`config.mk`:
```
export PLATFORM = sky130hd
export DESIGN_NAME = tl_to_ahb_master_bridge
export DESIGN_NICKNAME = d
export VERILOG_FILES = /design/src/rtl/tl_to_ahb_master_bridge.sv
export SDC_FILE = /design/constraint.sdc
export NUM_CORES = 1
export LEC_CHECK = 0
export ABC_AREA = 1
export CORE_UTILIZATION = 47
export CTS_CLUSTER_SIZE = 10
export DETAILED_ROUTE_END_ITERATION = 8
export MAX_ROUTING_LAYER = met4
export PLACE_DENSITY = 0.83
export SYNTH_ARGS = -nofsm -noshare
export SYNTH_HDL_FRONTEND = slang
export SYNTH_SLANG_ARGS = --single-unit
```
`constraint.sdc`:
```
create_clock -name clock -period 3.6 [get_ports clock]
set_input_delay 0.72 -clock clock [delete_from_list [all_inputs] [get_ports clock]]
set_output_delay 0.72 -clock clock [all_outputs]
set_load 0.01 [all_outputs]
```
`src/rtl/tl_to_ahb_master_bridge.sv`:
```
// tl_to_ahb_master_bridge: turns single-beat TL-UL requests into NONSEQ SINGLE AHB-Lite transfers,
// one outstanding request at a time; unsupported requests are denied without touching the bus.
module tl_to_ahb_master_bridge #(
  parameter int          ADDR_W    = 32,
  parameter int          SRC_W     = 2,
  parameter logic [3:0]  HPROT_VAL = 4'b0011
) (
  input  logic              clock,
  input  logic              reset_n,
  input  logic              a_valid,
  output logic              a_ready,
  input  logic [2:0]        a_opcode,
  input  logic [2:0]        a_size,
  input  logic [SRC_W-1:0]  a_source,
  input  logic [ADDR_W-1:0] a_address,
  input  logic [3:0]        a_mask,
  input  logic [31:0]       a_data,
  output logic              d_valid,
  input  logic              d_ready,
  output logic [2:0]        d_opcode,
  output logic [2:0]        d_size,
  output logic [SRC_W-1:0]  d_source,
  output logic              d_denied,
  output logic [31:0]       d_data,
  output logic [ADDR_W-1:0] haddr,
  output logic [1:0]        htrans,
  output logic              hwrite,
  output logic [2:0]        hsize,
  output logic [2:0]        hburst,
  output logic [3:0]        hprot,
  output logic [31:0]       hwdata,
  input  logic              hready,
  input  logic              hresp,
  input  logic [31:0]       hrdata
);
  typedef enum logic [1:0] {IDLE, ADDR, DATA, RESP} state_e;
  localparam logic [2:0] OP_GET = 3'd4;
  state_e              state_q, state_d;
  logic [2:0]          op_q, op_d, size_q, size_d;
  logic [SRC_W-1:0]    src_q, src_d;
  logic [ADDR_W-1:0]   addr_q, addr_d;
  logic [31:0]         wdata_q, wdata_d, hwdata_q, hwdata_d, rdata_q, rdata_d;
  logic                denied_q, denied_d, supported;
  // Byte lanes are implied by size/alignment on AHB, so the mask is not needed.
  logic                unused_mask;
  assign unused_mask = ^a_mask;
  assign supported = (a_opcode == 3'd0 || a_opcode == 3'd1 || a_opcode == OP_GET) && a_size <= 3'd2;
  always_comb begin
    state_d  = state_q;
    op_d     = op_q;
    size_d   = size_q;
    src_d    = src_q;
    addr_d   = addr_q;
    wdata_d  = wdata_q;
    hwdata_d = hwdata_q;
    rdata_d  = rdata_q;
    denied_d = denied_q;
    case (state_q)
      IDLE: if (a_valid && a_ready) begin
        op_d     = a_opcode;
        size_d   = a_size;
        src_d    = a_source;
        addr_d   = a_address;
        wdata_d  = a_data;
        rdata_d  = '0;
        denied_d = !supported;
        state_d  = supported ? ADDR : RESP;
      end
      ADDR: if (hready) begin
        state_d  = DATA;
        hwdata_d = (op_q != OP_GET) ? wdata_q : hwdata_q;
      end
      DATA: if (hready) begin
        state_d  = RESP;
        denied_d = hresp;
        rdata_d  = (op_q == OP_GET && !hresp) ? hrdata : '0;
      end
      RESP: if (d_ready) state_d = IDLE;
      default: state_d = IDLE;
    endcase
  end
  always_ff @(posedge clock or negedge reset_n) begin
    if (!reset_n) begin
      state_q  <= IDLE;
      op_q     <= '0;
      size_q   <= '0;
      src_q    <= '0;
      addr_q   <= '0;
      wdata_q  <= '0;
      hwdata_q <= '0;
      rdata_q  <= '0;
      denied_q <= 1'b0;
    end else begin
      state_q  <= state_d;
      op_q     <= op_d;
      size_q   <= size_d;
      src_q    <= src_d;
      addr_q   <= addr_d;
      wdata_q  <= wdata_d;
      hwdata_q <= hwdata_d;
      rdata_q  <= rdata_d;
      denied_q <= denied_d;
    end
  end
  // a_ready is gated by reset so it stays low while reset is held.
  assign a_ready  = (state_q == IDLE) && reset_n;
  assign d_valid  = state_q == RESP;
  assign d_opcode = (op_q == 3'd5) ? 3'd2 : (op_q >= 3'd2) ? 3'd1 : 3'd0;
  assign d_size   = size_q;
  assign d_source = src_q;
  assign d_denied = denied_q;
  assign d_data   = rdata_q;
  assign haddr    = addr_q;
  assign htrans   = (state_q == ADDR) ? 2'd2 : 2'd0;
  assign hwrite   = (state_q == ADDR) && (op_q != OP_GET);
  assign hsize    = size_q;
  assign hburst   = 3'd0;
  assign hprot    = HPROT_VAL;
  assign hwdata   = hwdata_q;
endmodule

```
* Word-level counts from Yosys, hierarchy flattened
Index checks and enable logic that the tools add are counted.
Cells by class: muxes and demuxes 16, eq/ne operators 12, magnitude comparators 2, reduce and logical (&&, ||, !) cells 16
Operator list (number):
- 2-to-1 mux 32 bit | 3
- case mux 32 bit (2 select lines) | 1
- 2-to-1 mux 2 bit | 7
- == test 3 bit (second input constant) | 3
- case mux 2 bit (4 select lines) | 1
- != test 2 bit (second input constant) | 3
- AND reduction 3 bit | 2
- logical AND 1 bit | 5
- == test 2 bit (second input constant) | 2
- AND reduction 4 bit | 1
- == test 3 x 1 -> 1 bit (second input constant) | 1
- >= comparator 3 x 2 -> 1 bit (second input constant) | 1
- less-or-equal comparator 3 x 2 -> 1 bit (second input constant) | 1
- zero test 3 bit | 1
- 2-to-1 mux 1 bit | 3
- != test 3 bit (second input constant) | 1
- == test 2 x 1 -> 1 bit (second input constant) | 1
- zero test 1 bit | 2
- zero test 2 bit | 1
- logical OR 1 bit | 2
- != test 2 x 1 -> 1 bit (second input constant) | 1
- case mux 1 bit (2 select lines) | 1
- AND reduction 2 bit | 1
- nonzero test 2 bit | 1
Storage, ports and cells: bits in registers 139, word-level logic and storage cells 55, input bits 114

* Longest topological paths before layout
Gate-level depths: netlist of the first run.
depth after elaboration 7, mapped depth 11, gate-level depth less buffers 9

* Worst setup path after synthesis of the first run
No wires, ideal clock.
path type register to output, from reg state_q[1], to out hwrite, arrival time 1.232 ns, buffers on the path 1, setup slack 1.648 ns, cell stages (with the launch flop) 6, cell sequence dfrtp_1 > inv_1 > ha_1 > inv_1 > a21oi_2 > buf_2
Between the ends: word-level cells in the longest chain between the ends 2
RTL lines:
- start, declared | RTL line 38 | state_e state_q, state_d;
- start signal, assigned | RTL line 94 | state_q <= state_d;
- == test 2 x 1 -> 1 bit | RTL line 115 | assign hwrite = (state_q == ADDR) && (op_q != OP_GET);
- logical AND 1 bit | RTL line 115
- end, declared | RTL line 27 | output logic hwrite,
Every way passes these cells.

* Worst setup path after layout of the first run
Same ends and word-level chain as after synthesis.

==> impl_metrics.env, run 1 <==
export IMPL_p_int_mw=4.46
export IMPL_yosys_cell_types_count=21
export IMPL_relSlewSlack_pct=43.9
export IMPL_dp_hpwl_mm=10.3
export IMPL_required_ns=2.88
export IMPL_finalMaxSlewViolations=0
export IMPL_status="complete, no violations"
export IMPL_syn_to_final_growth_pct=46.9
export IMPL_row_count=40
export IMPL_utilization_pct=72.0
export IMPL_synth_seq_area_share_pct=58.1
export IMPL_die_w_um=115
export IMPL_cts_root_buf="clkbuf_16"
export IMPL_leakage_nw=4.32
export IMPL_p_seq_share_pct=36.1
export IMPL_grtUsageTotal_pct=26.4
export IMPL_postSynthCellCount=719
export IMPL_switchingPower_mw=2.37
export IMPL_clock_sinks=139
export IMPL_die_h_um=115
export IMPL_setup_violations=0
export IMPL_clockBufferDepth=2
export IMPL_grt_pass1_wl_mm=25.9
export IMPL_min_path_type="input port to asynchronous set/reset pin"
export IMPL_drc=0
export IMPL_p_total_mw=6.83
export IMPL_timing_fmax_ghz=0.340
export IMPL_skew_ns=0.0106
export IMPL_grt_overflow_total=0
export IMPL_fin_nets=1038
export IMPL_vias_per_cell=4.87
export IMPL_ys_warnings_count=0
export IMPL_clk_pin_slew_ns=0.05
export IMPL_firstDrtPassIters=4
export IMPL_globalplace_congestion=0.781
export IMPL_rsz0062_at_grt="no"
export IMPL_synth_area_sq_mm=0.00598
export IMPL_timing_critical_path_mode_cell="inv_1"
export IMPL_start_util_pct=49.0
export IMPL_fin_tns_setup_ns=0
export IMPL_power_density_mw_per_mm2=777
export IMPL_crit_fanout=26
export IMPL_wl_per_cell_um=14.5
export IMPL_totalWireLength_mm=15.9
export IMPL_hold_viol_final=0
export IMPL_pwr_share_clk_pct=25.8
export IMPL_grt_max_degree=83
export IMPL_cts_resized=0
export IMPL_setup_worst_path_end_class="output pin"
export IMPL_dieArea_sq_mm=0.0132
export IMPL_peakVddDrop_mv=0.429
export IMPL_antenna_found_initial=1
export IMPL_postRouteAntennaNets=0
export IMPL_cts_tree="done"
export IMPL_ys_ff_latch=139
export IMPL_ios=234
export IMPL_grt_pass1_vias=5305
export IMPL_layout_drive_gt1_share_pct=5.58
export IMPL_max_cap_violations=0
export IMPL_combinationalPowerShare_pct=38.1
export IMPL_portBuffers=220
export IMPL_finalCriticalPeriod_ns=2.94
export IMPL_critPathMaxStageDelay_ns=0.60
export IMPL_postCtsHoldBufs=0
export IMPL_drt_iter0_drc=375
export IMPL_critPathSlowestCell="clkdlybuf4s50_1"
export IMPL_clkLatencyLatePin_ns=0.41
export IMPL_synth_area_per_cell_sq_um=8.32
export IMPL_cp_start_kind="flip-flop"
export IMPL_worstMarginPinSlew_ns=0.841
export IMPL_critical_path_cell_chain="inv_1 -> ha_1 -> inv_1 -> a21oi_2 -> buf_4 -> clkdlybuf4s50_1"
export IMPL_cts_buffers=17
export IMPL_core_area_sq_mm=0.0122
export IMPL_cts_htree_levels=4
export IMPL_route_vias_total=5362
export IMPL_fin_crit_sh_pct=81.7
export IMPL_cp_arrival_ns=2.22
export IMPL_swShare_pct=34.7
export IMPL_cts_setup_buffers=0
export IMPL_critPathKind="flip-flop to output pin"
[cells by family after synthesis]
group           Yosys count  synth area share, %
flops                   139                 58.1
fa+ha+maj                 5                 1.05
other cells               2                0.126
simple gates            475                 32.1
compound gates           21                 1.82
buf+inv                  77                 6.75
[placed cells by master, fill, tap and decap left out, drive strengths merged, types with 12 or more instances in the layout]
cell	n
a21oi	12
nand2	333
dfrtp	139
clkdlybuf4s50	218
nor2	49
nand3	91
inv	21
clkbuf	21
buf	12
[worst paths after layout]
kind,start,endpoint,slack (ns),cells after the start
worst max-delay path,state_q[1],hwrite,0.66,6
worst min-delay path,reset_n,op_q[2],0.22,1
worst max register to register,state_q[0],d_data[27],1.46,10
worst min register to register,d_data[17],d_data[17],0.48,2
max in group asynchronous,reset_n,d_size[1],1.74,3
min in group clock,d_data[17],d_data[17],0.48,2
[final cells by class]
class | instances | area, sq um
Inverter | 21 | 78.8
Tap cell | 168 | 210
Antenna cell | 1 | 2.50
Sequential cell | 139 | 3480
Fill cell | 970 | 3420
Clock buffer | 21 | 460
Multi-Input combinational cell | 510 | 2140
Timing Repair Buffer | 230 | 2270
Clock inverter | 11 | 144
[metrics by stage]
step | hold slack, ns | instances | instance area [sq um] | setup slack [ns]
2_1_floorplan | 0.424 | 726 | 6010 | 1.65
4_1_cts | 0.219 | 1100 | 8780 | 0.644
3_3_place_gp | 0.461 | 1068 | 8180 | 1.08
3_5_place_dp | 0.464 | 1068 | 8180 | 1.07
5_1_grt | 0.240 | 1101 | 8790 | 0.509
6_report | 0.222 | 1101 | 8790 | 0.659
[cell usage after synthesis, drive strengths merged]
library cell	n	area, sq um
buf	38	258
nor2	49	199
dfrtp	139	3480
ha	5	62.6
o21ai	9	45.0
clkbuf	18	67.6
nand2	333	1250
a21oi	12	63.8
conb	2	7.51
nand3	91	455
nor3	1	5.00
inv	21	78.8
nand3b	1	7.51
[power groups by stage]
stage / clock network [mW] / registers (mW) / logic, mW
2_1_floorplan: 0 / 2.59 / 1.28
3_3_place_gp: 0 / 2.45 / 2.57
3_5_place_dp: 0 / 2.45 / 2.63
4_1_cts: 1.80 / 2.46 / 2.64
5_1_grt: 1.87 / 2.53 / 2.88
6_report: 1.76 / 2.46 / 2.60
[flip-flops by register name, indices dropped and copies added, names as in the netlist]
signal,count
d_source,2
d_size,3
state_q,2
hwdata,32
wdata_q,32
haddr,32
d_denied,1
op_q,3
d_data,32
[critical path, delay by kind of cell, from the launching register on]
family                     cells  cell delay, ns
AOI/OAI and AO/OA              1            0.10
buffers and inverters          4            1.08
adders and majority gates      1            0.22
DFF                            1            0.41
[routing by layer]
| layer | GRT usage (%) | vias up | share of wire [%] |
|---|---|---|---|
| met5 | - | - | 0 |
| met4 | 9.87 | 0 | 2.2 |
| met3 | 6.91 | 24 | 7.1 |
| li1 | - | 2617 | - |
| met1 | 32.3 | 2531 | 42 |
| met2 | 42.3 | 190 | 49 |
No activity file was read; power rests on OpenSTA's default activity.
==> run 2: changes to the inputs <==
--- a/config.mk
+++ b/config.mk
@@ -6,11 +6,11 @@
 export NUM_CORES = 1
 export LEC_CHECK = 0
 export ABC_AREA = 1
-export CORE_UTILIZATION = 47
+export CORE_UTILIZATION = 40
 export CTS_CLUSTER_SIZE = 10
 export DETAILED_ROUTE_END_ITERATION = 8
 export MAX_ROUTING_LAYER = met4
-export PLACE_DENSITY = 0.83
+export PLACE_DENSITY = 0.75
 export SYNTH_ARGS = -nofsm -noshare
 export SYNTH_HDL_FRONTEND = slang
 export SYNTH_SLANG_ARGS = --single-unit
==> constraint.sdc (replaced) <==
create_clock -name clock -period 2.5 [get_ports clock]
set_input_delay 0.5 -clock clock [delete_from_list [all_inputs] [get_ports clock]]
set_output_delay 0.5 -clock clock [all_outputs]
set_load 0.01 [all_outputs]
==> impl_metrics.env, run 2 (synthesis gave the netlist of run 1 again) <==
export IMPL_crit_family="buffers and inverters"
export IMPL_fill_cells=1275
export IMPL_drt_iter0_drc=300
export IMPL_r2r_cells=8
export IMPL_clockBufferDepth=2
export IMPL_required_ns=2.00
export IMPL_postCtsHoldBufs=0
export IMPL_crit_fanout=4
export IMPL_grt_overflow_total=0
export IMPL_num_antenna_cells=0
export IMPL_firstDrtPassIters=5
export IMPL_fin_nets=1040
export IMPL_skew_ns=0.00906
export IMPL_fin_crit_sh_pct=89.2
export IMPL_clkLatencyLatePin_ns=0.42
export IMPL_whs_ns=0.130
export IMPL_dp_cells=1086
export IMPL_finalMaxSlewViolations=0
export IMPL_setup_worst_path_end_class="output pin"
export IMPL_clock_sinks=139
export IMPL_antenna_found_initial=0
export IMPL_final_cells=1118
export IMPL_vias_per_cell=4.74
export IMPL_cp_arrival_ns=1.73
export IMPL_portBuffers=220
export IMPL_route_vias_total=5300
export IMPL_placed_area_sq_mm=0.00823
export IMPL_layout_drive_gt1_share_pct=5.89
export IMPL_worstMarginPinSlew_ns=0.773
export IMPL_setup_violations=0
export IMPL_timing_fmax_ghz=0.449
export IMPL_cts_htree_levels=4
export IMPL_drc=0
export IMPL_grtUsageTotal_pct=22.5
export IMPL_final_common_cell="nand2_1"
export IMPL_ios=234
export IMPL_cp_buffers_inverters=2
export IMPL_finalCriticalPeriod_ns=2.23
export IMPL_relSlewSlack_pct=48.4
export IMPL_max_cap_violations=0
export IMPL_cts_tree="done"
export IMPL_die_w_um=124
export IMPL_die_h_um=124
export IMPL_grt_max_degree=83
export IMPL_start_util_pct=41.0
export IMPL_cts_root_buf="clkbuf_16"
export IMPL_cts_setup_buffers=0
export IMPL_path_depth=3
export IMPL_core_area_sq_mm=0.0146
export IMPL_grt_pass1_wl_mm=26.5
export IMPL_fin_tns_setup_ns=0
export IMPL_peakVddDrop_mv=0.588
export IMPL_p_total_mw=10.0
export IMPL_cts_buffers=17
export IMPL_critPathKind="flip-flop to output pin"
export IMPL_globalplace_congestion=0.806
export IMPL_design_area_sq_mm=0.00887
export IMPL_syn_to_final_growth_pct=48.2
export IMPL_status="complete, no violations"
export IMPL_layout_common_cells="nand2_1, clkdlybuf4s50_1, dfrtp_1"
export IMPL_critPathMaxStageDelay_ns=0.59
export IMPL_dp_hpwl_mm=10.5
export IMPL_rsz0062_at_grt="no"
export IMPL_power_density_mw_per_mm2=1130
export IMPL_critPathSlowestCell="clkdlybuf4s50_1"
export IMPL_clk_pin_slew_ns=0.06
export IMPL_row_count=44
export IMPL_cp_start_kind="flip-flop"
export IMPL_hold_viol_final=0
export IMPL_critical_path_cell_chain="inv_1 -> ha_1 -> clkdlybuf4s50_1"
export IMPL_grt_pass1_vias=5177
export IMPL_totalWireLength_mm=16.2
export IMPL_dieArea_sq_mm=0.0155
export IMPL_wl_per_cell_um=14.5
export IMPL_leakage_nw=4.38
export IMPL_postRouteAntennaNets=0
export IMPL_min_path_type="input port to asynchronous set/reset pin"
## run 2: layer usage
layer / share of wire, % / global-route usage [%] / wire, um / vias up
met1: 46 / 28.8 / 7440 / 2466
li1: - / - / - / 2625
met2: 47 / 34.4 / 7520 / 199
met5: 0 / - / 0 / -
met4: 0.84 / 7.09 / 135 / 0
met3: 6.6 / 6.44 / 1070 / 10
## run 2: final cells by class
class	count	area, sq um	area share [%]
sequential	139	3480	39.2
timing repair buffer	232	2310	26.0
multi-input combinational	510	2140	24.2
clock buffer	20	447	5.04
tap	184	230	2.60
clock inverter	12	186	2.10
inverter	21	78.8	0.889
## run 2: power breakdown
part	total (mW)	internal [mW]	switching, mW
clock	2.68	1.71	0.974
sequential	3.53	3.06	0.468
combinational	3.79	1.75	2.04
## run 2: repair_timing
action / 4_1_cts / 5_1_grt
setup endpoints to repair: 1 / 2
gates resized for setup: 1 / 2
endpoints found under the hold margin: 0 / 0
## run 2: metrics by stage
stage | setup slack, ns | utilization, %
floorplan | 0.768 | -
global placement | 0.424 | 56.4
detailed placement | 0.407 | 56.4
CTS | 0.0117 | 60.8
global route | 0.152 | 60.8
finish | 0.271 | 60.8
## run 2: final timing paths
kind                                 start     endpoint  slack (ns)
worst min register to register  hwdata[12]   hwdata[12]        0.47
worst min-delay path               reset_n   wdata_q[0]        0.13
max in group asynchronous          reset_n  wdata_q[18]        1.71
min in group clock              hwdata[12]   hwdata[12]        0.47
worst max-delay path            state_q[1]    htrans[1]        0.27
worst max register to register  state_q[0]   d_data[31]        0.58
## run 2: worst register-to-register path, stage by stage, from the launching register on
cell and delay, ns:
dfrtp_1 0.41, inv_1 0.12, ha_2 0.27, nand3_4 0.10
nand2_1 0.08, nand2_2 0.07, nor2_4 0.59, nand2_1 0.13
nand2_1 0.09
